[src/rtl/l0_seq_ctrl_pkg.sv]
// Shared definitions for the L0 row-FIFO sequencer: default sizing,
// the sequencer state encoding and a small sizing helper.
package l0_seq_ctrl_pkg;

    // Default number of L0 row FIFOs driven by one sequencer.
    localparam int ROW_DEF     = 8;
    // Default SRAM address width.
    localparam int ADDR_BW_DEF = 11;
    // Default vector-count width (holds 0..64).
    localparam int LEN_BW_DEF  = 7;

    // Sequencer states: load SRAM into L0, drain L0, wait for the row stagger
    // to finish, then pulse done.
    typedef enum logic [2:0] {
        IDLE  = 3'd0,
        LOAD  = 3'd1,
        DRAIN = 3'd2,
        TAIL  = 3'd3,
        DONE  = 3'd4
    } seq_state_e;

    // Width of the tail counter, which counts 0..rows-2.
    function automatic int tail_cnt_width(input int rows);
        return (rows > 2) ? $clog2(rows - 1) : 1;
    endfunction

endpackage

[src/rtl/l0_wr_pipe.sv]
// Read-to-write pipeline between SRAM and the L0 row FIFOs.
// SRAM data appears one cycle after a read is issued; the matching L0 write
// fires then, unless L0 is full, in which case the write is parked in a
// one-entry pending slot until L0 has room again.
module l0_wr_pipe (
    input  logic clk,
    input  logic reset,
    input  logic rd_issue_i,
    input  logic l0_full_i,
    output logic l0_wr_o
);

    logic data_vld_q;
    logic data_vld_d;
    logic pend_q;
    logic pend_d;
    logic wr_due;

    // A write is due for fresh SRAM data or a parked entry; it fires only when
    // L0 can accept it, otherwise it is (re)parked. The sequencer never issues
    // a read while L0 is full, so fresh data and a parked entry never coexist.
    always_comb begin
        wr_due     = data_vld_q | pend_q;
        l0_wr_o    = wr_due & ~l0_full_i;
        data_vld_d = rd_issue_i;
        pend_d     = wr_due & l0_full_i;
    end

    // Pipeline and pending registers, cleared by the synchronous reset.
    always_ff @(posedge clk) begin
        if (reset) begin
            data_vld_q <= 1'b0;
            pend_q     <= 1'b0;
        end else begin
            data_vld_q <= data_vld_d;
            pend_q     <= pend_d;
        end
    end

endmodule

[src/rtl/l0_seq_ctrl.sv]
// L0 sequencer: moves a job of len vectors from SRAM into the L0 row FIFOs,
// then reads them back out of L0, waits for the row stagger to complete and
// pulses done. The read-to-write pipeline lives in l0_wr_pipe.
module l0_seq_ctrl
    import l0_seq_ctrl_pkg::*;
#(
    parameter int row     = ROW_DEF,
    parameter int addr_bw = ADDR_BW_DEF,
    parameter int len_bw  = LEN_BW_DEF
) (
    input  logic               clk,
    input  logic               reset,
    input  logic               start,
    input  logic               xw_mode,
    input  logic [addr_bw-1:0] base_addr,
    input  logic [len_bw-1:0]  len,
    input  logic               l0_full,
    output logic               sram_cen,
    output logic [addr_bw-1:0] sram_addr,
    output logic               l0_wr,
    output logic               l0_rd,
    output logic               o_xw_mode,
    output logic               busy,
    output logic               done
);

    localparam int                TAIL_W    = tail_cnt_width(row);
    localparam logic [TAIL_W-1:0] TAIL_LAST = TAIL_W'((row > 1) ? row - 2 : 0);
    localparam logic [TAIL_W-1:0] TAIL_ONE  = TAIL_W'(1);
    localparam logic [len_bw-1:0] LEN_ONE   = len_bw'(1);

    seq_state_e state_q;
    seq_state_e state_d;

    logic [addr_bw-1:0] base_q;
    logic [addr_bw-1:0] base_d;
    logic [len_bw-1:0]  len_q;
    logic [len_bw-1:0]  len_d;
    logic               xw_q;
    logic               xw_d;
    logic [len_bw-1:0]  rd_cnt_q;
    logic [len_bw-1:0]  rd_cnt_d;
    logic [len_bw-1:0]  wr_cnt_q;
    logic [len_bw-1:0]  wr_cnt_d;
    logic [len_bw-1:0]  drn_cnt_q;
    logic [len_bw-1:0]  drn_cnt_d;
    logic [TAIL_W-1:0]  tail_cnt_q;
    logic [TAIL_W-1:0]  tail_cnt_d;

    logic start_acc;
    logic rd_issue;
    logic wr_last;
    logic drn_last;
    logic tail_last;

    // Job-progress flags derived from the counters.
    always_comb begin
        start_acc = (state_q == IDLE) && start;
        wr_last   = (wr_cnt_q == len_q - LEN_ONE);
        drn_last  = (drn_cnt_q == len_q - LEN_ONE);
        tail_last = (tail_cnt_q == TAIL_LAST);
    end

    // State register.
    always_ff @(posedge clk) begin
        if (reset) begin
            state_q <= IDLE;
        end else begin
            state_q <= state_d;
        end
    end

    // Next-state logic; start is only looked at in IDLE, and an empty job
    // goes straight to DONE. With a single row there is no stagger to wait for.
    always_comb begin
        state_d = state_q;
        case (state_q)
            IDLE: begin
                if (start) begin
                    state_d = (len == '0) ? DONE : LOAD;
                end
            end
            LOAD: begin
                if (l0_wr && wr_last) begin
                    state_d = DRAIN;
                end
            end
            DRAIN: begin
                if (drn_last) begin
                    state_d = (row > 1) ? TAIL : DONE;
                end
            end
            TAIL: begin
                if (tail_last) begin
                    state_d = DONE;
                end
            end
            DONE: begin
                state_d = IDLE;
            end
            default: begin
                state_d = IDLE;
            end
        endcase
    end

    // Output logic; reads are issued only in LOAD while vectors remain and L0
    // has room, and the address bus idles at zero between reads.
    always_comb begin
        rd_issue  = (state_q == LOAD) && (rd_cnt_q != len_q) && !l0_full;
        sram_cen  = !rd_issue;
        sram_addr = rd_issue ? (base_q + addr_bw'(rd_cnt_q)) : '0;
        l0_rd     = (state_q == DRAIN);
        busy      = (state_q != IDLE);
        done      = (state_q == DONE);
        o_xw_mode = xw_q;
    end

    // Job capture and progress counters; everything is re-armed when a start
    // is accepted so each job begins from a clean slate.
    always_comb begin
        base_d     = base_q;
        len_d      = len_q;
        xw_d       = xw_q;
        rd_cnt_d   = rd_cnt_q;
        wr_cnt_d   = wr_cnt_q;
        drn_cnt_d  = drn_cnt_q;
        tail_cnt_d = tail_cnt_q;
        if (start_acc) begin
            base_d     = base_addr;
            len_d      = len;
            xw_d       = xw_mode;
            rd_cnt_d   = '0;
            wr_cnt_d   = '0;
            drn_cnt_d  = '0;
            tail_cnt_d = '0;
        end
        if (rd_issue) begin
            rd_cnt_d = rd_cnt_q + LEN_ONE;
        end
        if (l0_wr) begin
            wr_cnt_d = wr_cnt_q + LEN_ONE;
        end
        if (state_q == DRAIN) begin
            drn_cnt_d = drn_cnt_q + LEN_ONE;
        end
        if (state_q == TAIL) begin
            tail_cnt_d = tail_cnt_q + TAIL_ONE;
        end
    end

    // Job and counter registers, cleared by the synchronous reset.
    always_ff @(posedge clk) begin
        if (reset) begin
            base_q     <= '0;
            len_q      <= '0;
            xw_q       <= 1'b0;
            rd_cnt_q   <= '0;
            wr_cnt_q   <= '0;
            drn_cnt_q  <= '0;
            tail_cnt_q <= '0;
        end else begin
            base_q     <= base_d;
            len_q      <= len_d;
            xw_q       <= xw_d;
            rd_cnt_q   <= rd_cnt_d;
            wr_cnt_q   <= wr_cnt_d;
            drn_cnt_q  <= drn_cnt_d;
            tail_cnt_q <= tail_cnt_d;
        end
    end

    l0_wr_pipe u_wr_pipe (
        .clk        (clk),
        .reset      (reset),
        .rd_issue_i (rd_issue),
        .l0_full_i  (l0_full),
        .l0_wr_o    (l0_wr)
    );

endmodule

[config.mk]
export PLATFORM = sky130hd
export DESIGN_NAME = l0_seq_ctrl
export DESIGN_NICKNAME = d
export VERILOG_FILES = /design/src/rtl/l0_seq_ctrl_pkg.sv /design/src/rtl/l0_wr_pipe.sv /design/src/rtl/l0_seq_ctrl.sv
export SDC_FILE = /design/constraint.sdc
export NUM_CORES = 1
export LEC_CHECK = 0
export ABC_AREA = 1
export CAP_MARGIN = 40
export CORE_ASPECT_RATIO = 1.4
export CORE_MARGIN = 2
export CORE_UTILIZATION = 59
export CTS_CLUSTER_DIAMETER = 80
export DETAILED_ROUTE_END_ITERATION = 10
export PLACE_DENSITY_LB_ADDON = 0.3
export SLEW_MARGIN = 20
export SYNTH_ARGS = -nofsm -noshare
export SYNTH_HDL_FRONTEND = slang
export SYNTH_SLANG_ARGS = --single-unit
export TNS_END_PERCENT = 20
[constraint.sdc]
create_clock -name clk -period 5.8 [get_ports clk]
set_input_delay 0.58 -clock clk [delete_from_list [all_inputs] [get_ports clk]]
set_output_delay 0.58 -clock clk [all_outputs]
set_load 0.005 [all_outputs]
==> run summary <==
The number of levels in the clock H-tree is 2. The later-pin clock latency in the skew report is ~0.3 ns. The detail route stage leaves a number of antenna-violating nets equal to 0.

The xor/xnor cell area share of the yosys netlist came out at around 3.8%. The net count reported at finish is 511. The first TritonRoute pass finished after 4 iterations. The full die area came out at 5523 sq um.

The setup skew after layout came out at 0.006245 ns. The peak supply drop came out at between 0.0002 and 0.0003 V. The instance area after placement is 3343 sq um. The maximum number of pins on one net before global-route repair is roughly 40. The number of buffers inserted during clock tree synthesis is 5.

The via count of the first global-routing pass is roughly 2800. The synthesized netlist devotes 16.07% of its cell area to compound gates. The count of maximum capacitance violations is 0. The repair_antennas step left the layout with diodes totalling 0. After synthesis, the largest family of logic cells by area is simple AND/OR/NAND/NOR gates. The highest net fanout along the worst path is 7. The worst path required time came out at ~5.2 ns. The TritonCTS clock tree is done.

The number of hold violations in the final report came out at 0. The via count is around 3000. By count the netlist is led by 103 x sky130_fd_sc_hd__nand2_1, 53 x sky130_fd_sc_hd__inv_1, 48 x sky130_fd_sc_hd__dfxtp_1, 45 x sky130_fd_sc_hd__a21oi_1, 38 x sky130_fd_sc_hd__nor2_1. The number of remaining DRC errors came out at 0. STA classifies the critical path startpoint as a flop.

The clock-pin slew reported for the worst setup and hold paths after clock tree synthesis came out at roughly 0.090 ns. The total detailed-routing wirelength is ~7.4 mm. Data on the critical path arrives at its endpoint at 2.90 ns. The number of synthesized flops with an enable pin came out at 0. The number of antenna violations at the first check in global routing came out at 0. The simple-gate portion of the synthesized area came out at 31.79%.

After synthesis, the share of flip-flops with an asynchronous set or reset is 0%. The max-slew headroom at the worst pin came out at 45.19%. The first global-routing pass estimated between 10 and 15 mm of wire. The setup-violating endpoint count in the final report came out at 0. Sequential elements use 32.99% of the synthesized area. OpenSTA, run right after detailed placement, puts the worst setup slack at 2.629 ns. The average vias per placed instance came out at 5.570.

The post-synth net total is approximately 480. The count of final max-slew check failures came out at 0. STA classifies the critical path endpoint as a primary output. The root buffer cell is sky130_fd_sc_hd__clkbuf_8. The height of the die came out at between 80 and 90 um. The number of gates resized after cts is 0. The least setup slack across all paths after layout is approximately 2.3 ns. The initial core utilization came out at around three fifths.

Of all cell types, the one taking the most synthesized area is sky130_fd_sc_hd__dfxtp_1. At the end of routability-driven placement, the weighted congestion stood at between 0.9 and 1. The core footprint is slightly below 5000 sq um. In the synthesized netlist, mux cells make up 0% of the area. The area growth from synthesis to final layout came out at 19.12%. In the final timing run, aggregate negative setup slack is 0 ns.

The unique cell type count in the Yosys netlist is 34. The category of the critical setup timing path is flop to primary output. The total congestion overflow after global routing is 0. The total number of clock tree sinks is 48.

Timing would allow up to between 0.2 and 0.3 GHz. By instance count, the leading cell after synthesis is sky130_fd_sc_hd__nand2_1. The pin slew with the least headroom to its limit is slightly above 0.8 ns.

During I/O placement, the number of pins put on the boundary was 40. After routing the design area is about 3500 sq um. The worst min-delay path category is flop to flop.

Setup repair after global routing left no endpoint under its margin. The cell count after synthesis came out at ~440. During synthesis, Yosys emitted a total of 0 warnings. Of the available clock period, the critical path in the final layout requires between 60% and 70%. The number of hold buffers added after CTS was 0. The number of buffers added on ports is 39. In the final routed layout, each cell accounts on average for 13.67 um.

The placed wire-length estimate after detailed placement came out at about 5.5 mm. The adder-cell share of the synthesized area is 6.271%. The post-route minimum period came out at between 3 and 4 ns. The share of post-route cells with drive strength above 1 is between 4 and 5%. After floorplanning, the core was divided into 30 placement rows. Synthesis inferred 48 register bits. The average instance area after synthesis is about 6.7 sq um. Buffers added to address setup during post-CTS repair amount to 0. The iteration-0 DRC count of the detailed router is between 100 and 150. The analysis attributes to cell leakage a power of around 1.4 nW. The areal power density over the cells came out at around 340 nW/um^2.

The share of the synthesized area in the top cell type is between 30% and 40%. In this run the cell area of the synthesized design comes to 2913 sq um. The overall power of the completed layout came out at about 1.2 mW.

In the post-synthesis netlist, the biggest area contributors are sky130_fd_sc_hd__dfxtp_1 33%, sky130_fd_sc_hd__nand2_1 13%, sky130_fd_sc_hd__a21oi_1 7.7%, sky130_fd_sc_hd__inv_1 6.8%, sky130_fd_sc_hd__nand3_1 6.4%. Global routing used 27.84% of the available tracks. The die span in x came out at ~63 um. The buffer depth of the longest clock path came out at 2. The flow ran to the end, and the final reports show no timing, DRC or antenna violations. In the synthesized netlist the dominant register cell turns out to be sky130_fd_sc_hd__dfxtp_1.
[through the flow]
stage               hold slack [ns]  utilization (%)  instances
floorplan                    0.4363                -        438
global placement             0.4469            69.58        531
detailed placement           0.4547            69.58        531
CTS                          0.4680            72.21        539
global route                 0.4944            72.21        539
finish                       0.4687            72.21        539
[where the power goes]
part | internal [mW] | total, mW | switching [mW]
Clock | 0.152 | 0.267 | 0.114
Combinational | 0.180 | 0.477 | 0.297
Sequential | 0.374 | 0.425 | 0.0509
[layout make-up]
| class | count | area, sq um |
|---|---|---|
| tap | 64 | 80.08 |
| timing repair buffer | 42 | 412.9 |
| sequential | 48 | 960.9 |
| clock buffer | 7 | 96.34 |
| clock inverter | 1 | 30.03 |
| fill | 433 | 1335 |
| inverter | 54 | 202.7 |
| multi-input combinational | 323 | 1687 |
[flip-flops by register name, indices dropped and copies added, names as in the netlist]
signal / count
o_xw_mode: 1
drn_cnt_q: 7
base_q: 11
tail_cnt_q: 3
state_q: 3
rd_cnt_q: 7
u_wr_pipe.data_vld_q: 1
u_wr_pipe.pend_q: 1
wr_cnt_q: 7
len_q: 7
[cells by family (layout without fill, tap and decap cells)]
kind of cell	count (synthesis)	in the layout
simple gates	212	212
xor+xnor	11	11
compound gates	86	86
flops	48	48
fa+ha+maj	14	14
buf+inv	67	104
[cells in the final DEF (no fill, tap or decap), types with 6 or more instances in the layout]
cell and n:
sky130_fd_sc_hd__nand2_1 103, sky130_fd_sc_hd__inv_1 53, sky130_fd_sc_hd__dfxtp_1 48, sky130_fd_sc_hd__a21oi_1 45
sky130_fd_sc_hd__clkdlybuf4s50_1 39, sky130_fd_sc_hd__nor2_1 38, sky130_fd_sc_hd__nand3_1 37, sky130_fd_sc_hd__o21ai_0 26
sky130_fd_sc_hd__ha_1 13, sky130_fd_sc_hd__nor3_1 12, sky130_fd_sc_hd__nand4_1 8, sky130_fd_sc_hd__clkbuf_8 7
sky130_fd_sc_hd__xor2_1 6
[layer usage]
metal / vias to the layer above / routed length (um) / global-route usage, %
li1: 1520 / - / -
met1: 1388 / 2919 / 29.06
met4: 0 / 216 / 12.65
met5: - / 0 / 0
met2: 73 / 3982 / 53.88
met3: 21 / 252 / 4.398
[worst max-delay path, stage by stage, from the launching register on]
cell and delay, ns:
sky130_fd_sc_hd__dfxtp_1 0.43, sky130_fd_sc_hd__ha_1 0.20, sky130_fd_sc_hd__inv_1 0.05, sky130_fd_sc_hd__fa_1 0.36
sky130_fd_sc_hd__inv_1 0.08, sky130_fd_sc_hd__nand2_1 0.06, sky130_fd_sc_hd__nor3_1 0.25, sky130_fd_sc_hd__o21a_1 0.20
sky130_fd_sc_hd__o21ai_0 0.14, sky130_fd_sc_hd__o21ai_0 0.19, sky130_fd_sc_hd__nand2_1 0.06, sky130_fd_sc_hd__nor2_1 0.08
sky130_fd_sc_hd__clkdlybuf4s50_1 0.50
[path summary, 6_finish.rpt]
check	from	to	slack (ns)	cells past startpoint
worst max register to register	len_q[0]$_SDFFE_PP0P_	state_q[0]$_SDFFE_PP0P_	3.62	14
worst min register to register	o_xw_mode$_SDFFE_PP0P_	o_xw_mode$_SDFFE_PP0P_	0.47	2
worst max-delay path	rd_cnt_q[0]$_SDFFE_PP0P_	sram_addr[10]	2.32	12
worst min-delay path	o_xw_mode$_SDFFE_PP0P_	o_xw_mode$_SDFFE_PP0P_	0.47	2
No activity file was read; power rests on OpenSTA's default activity.
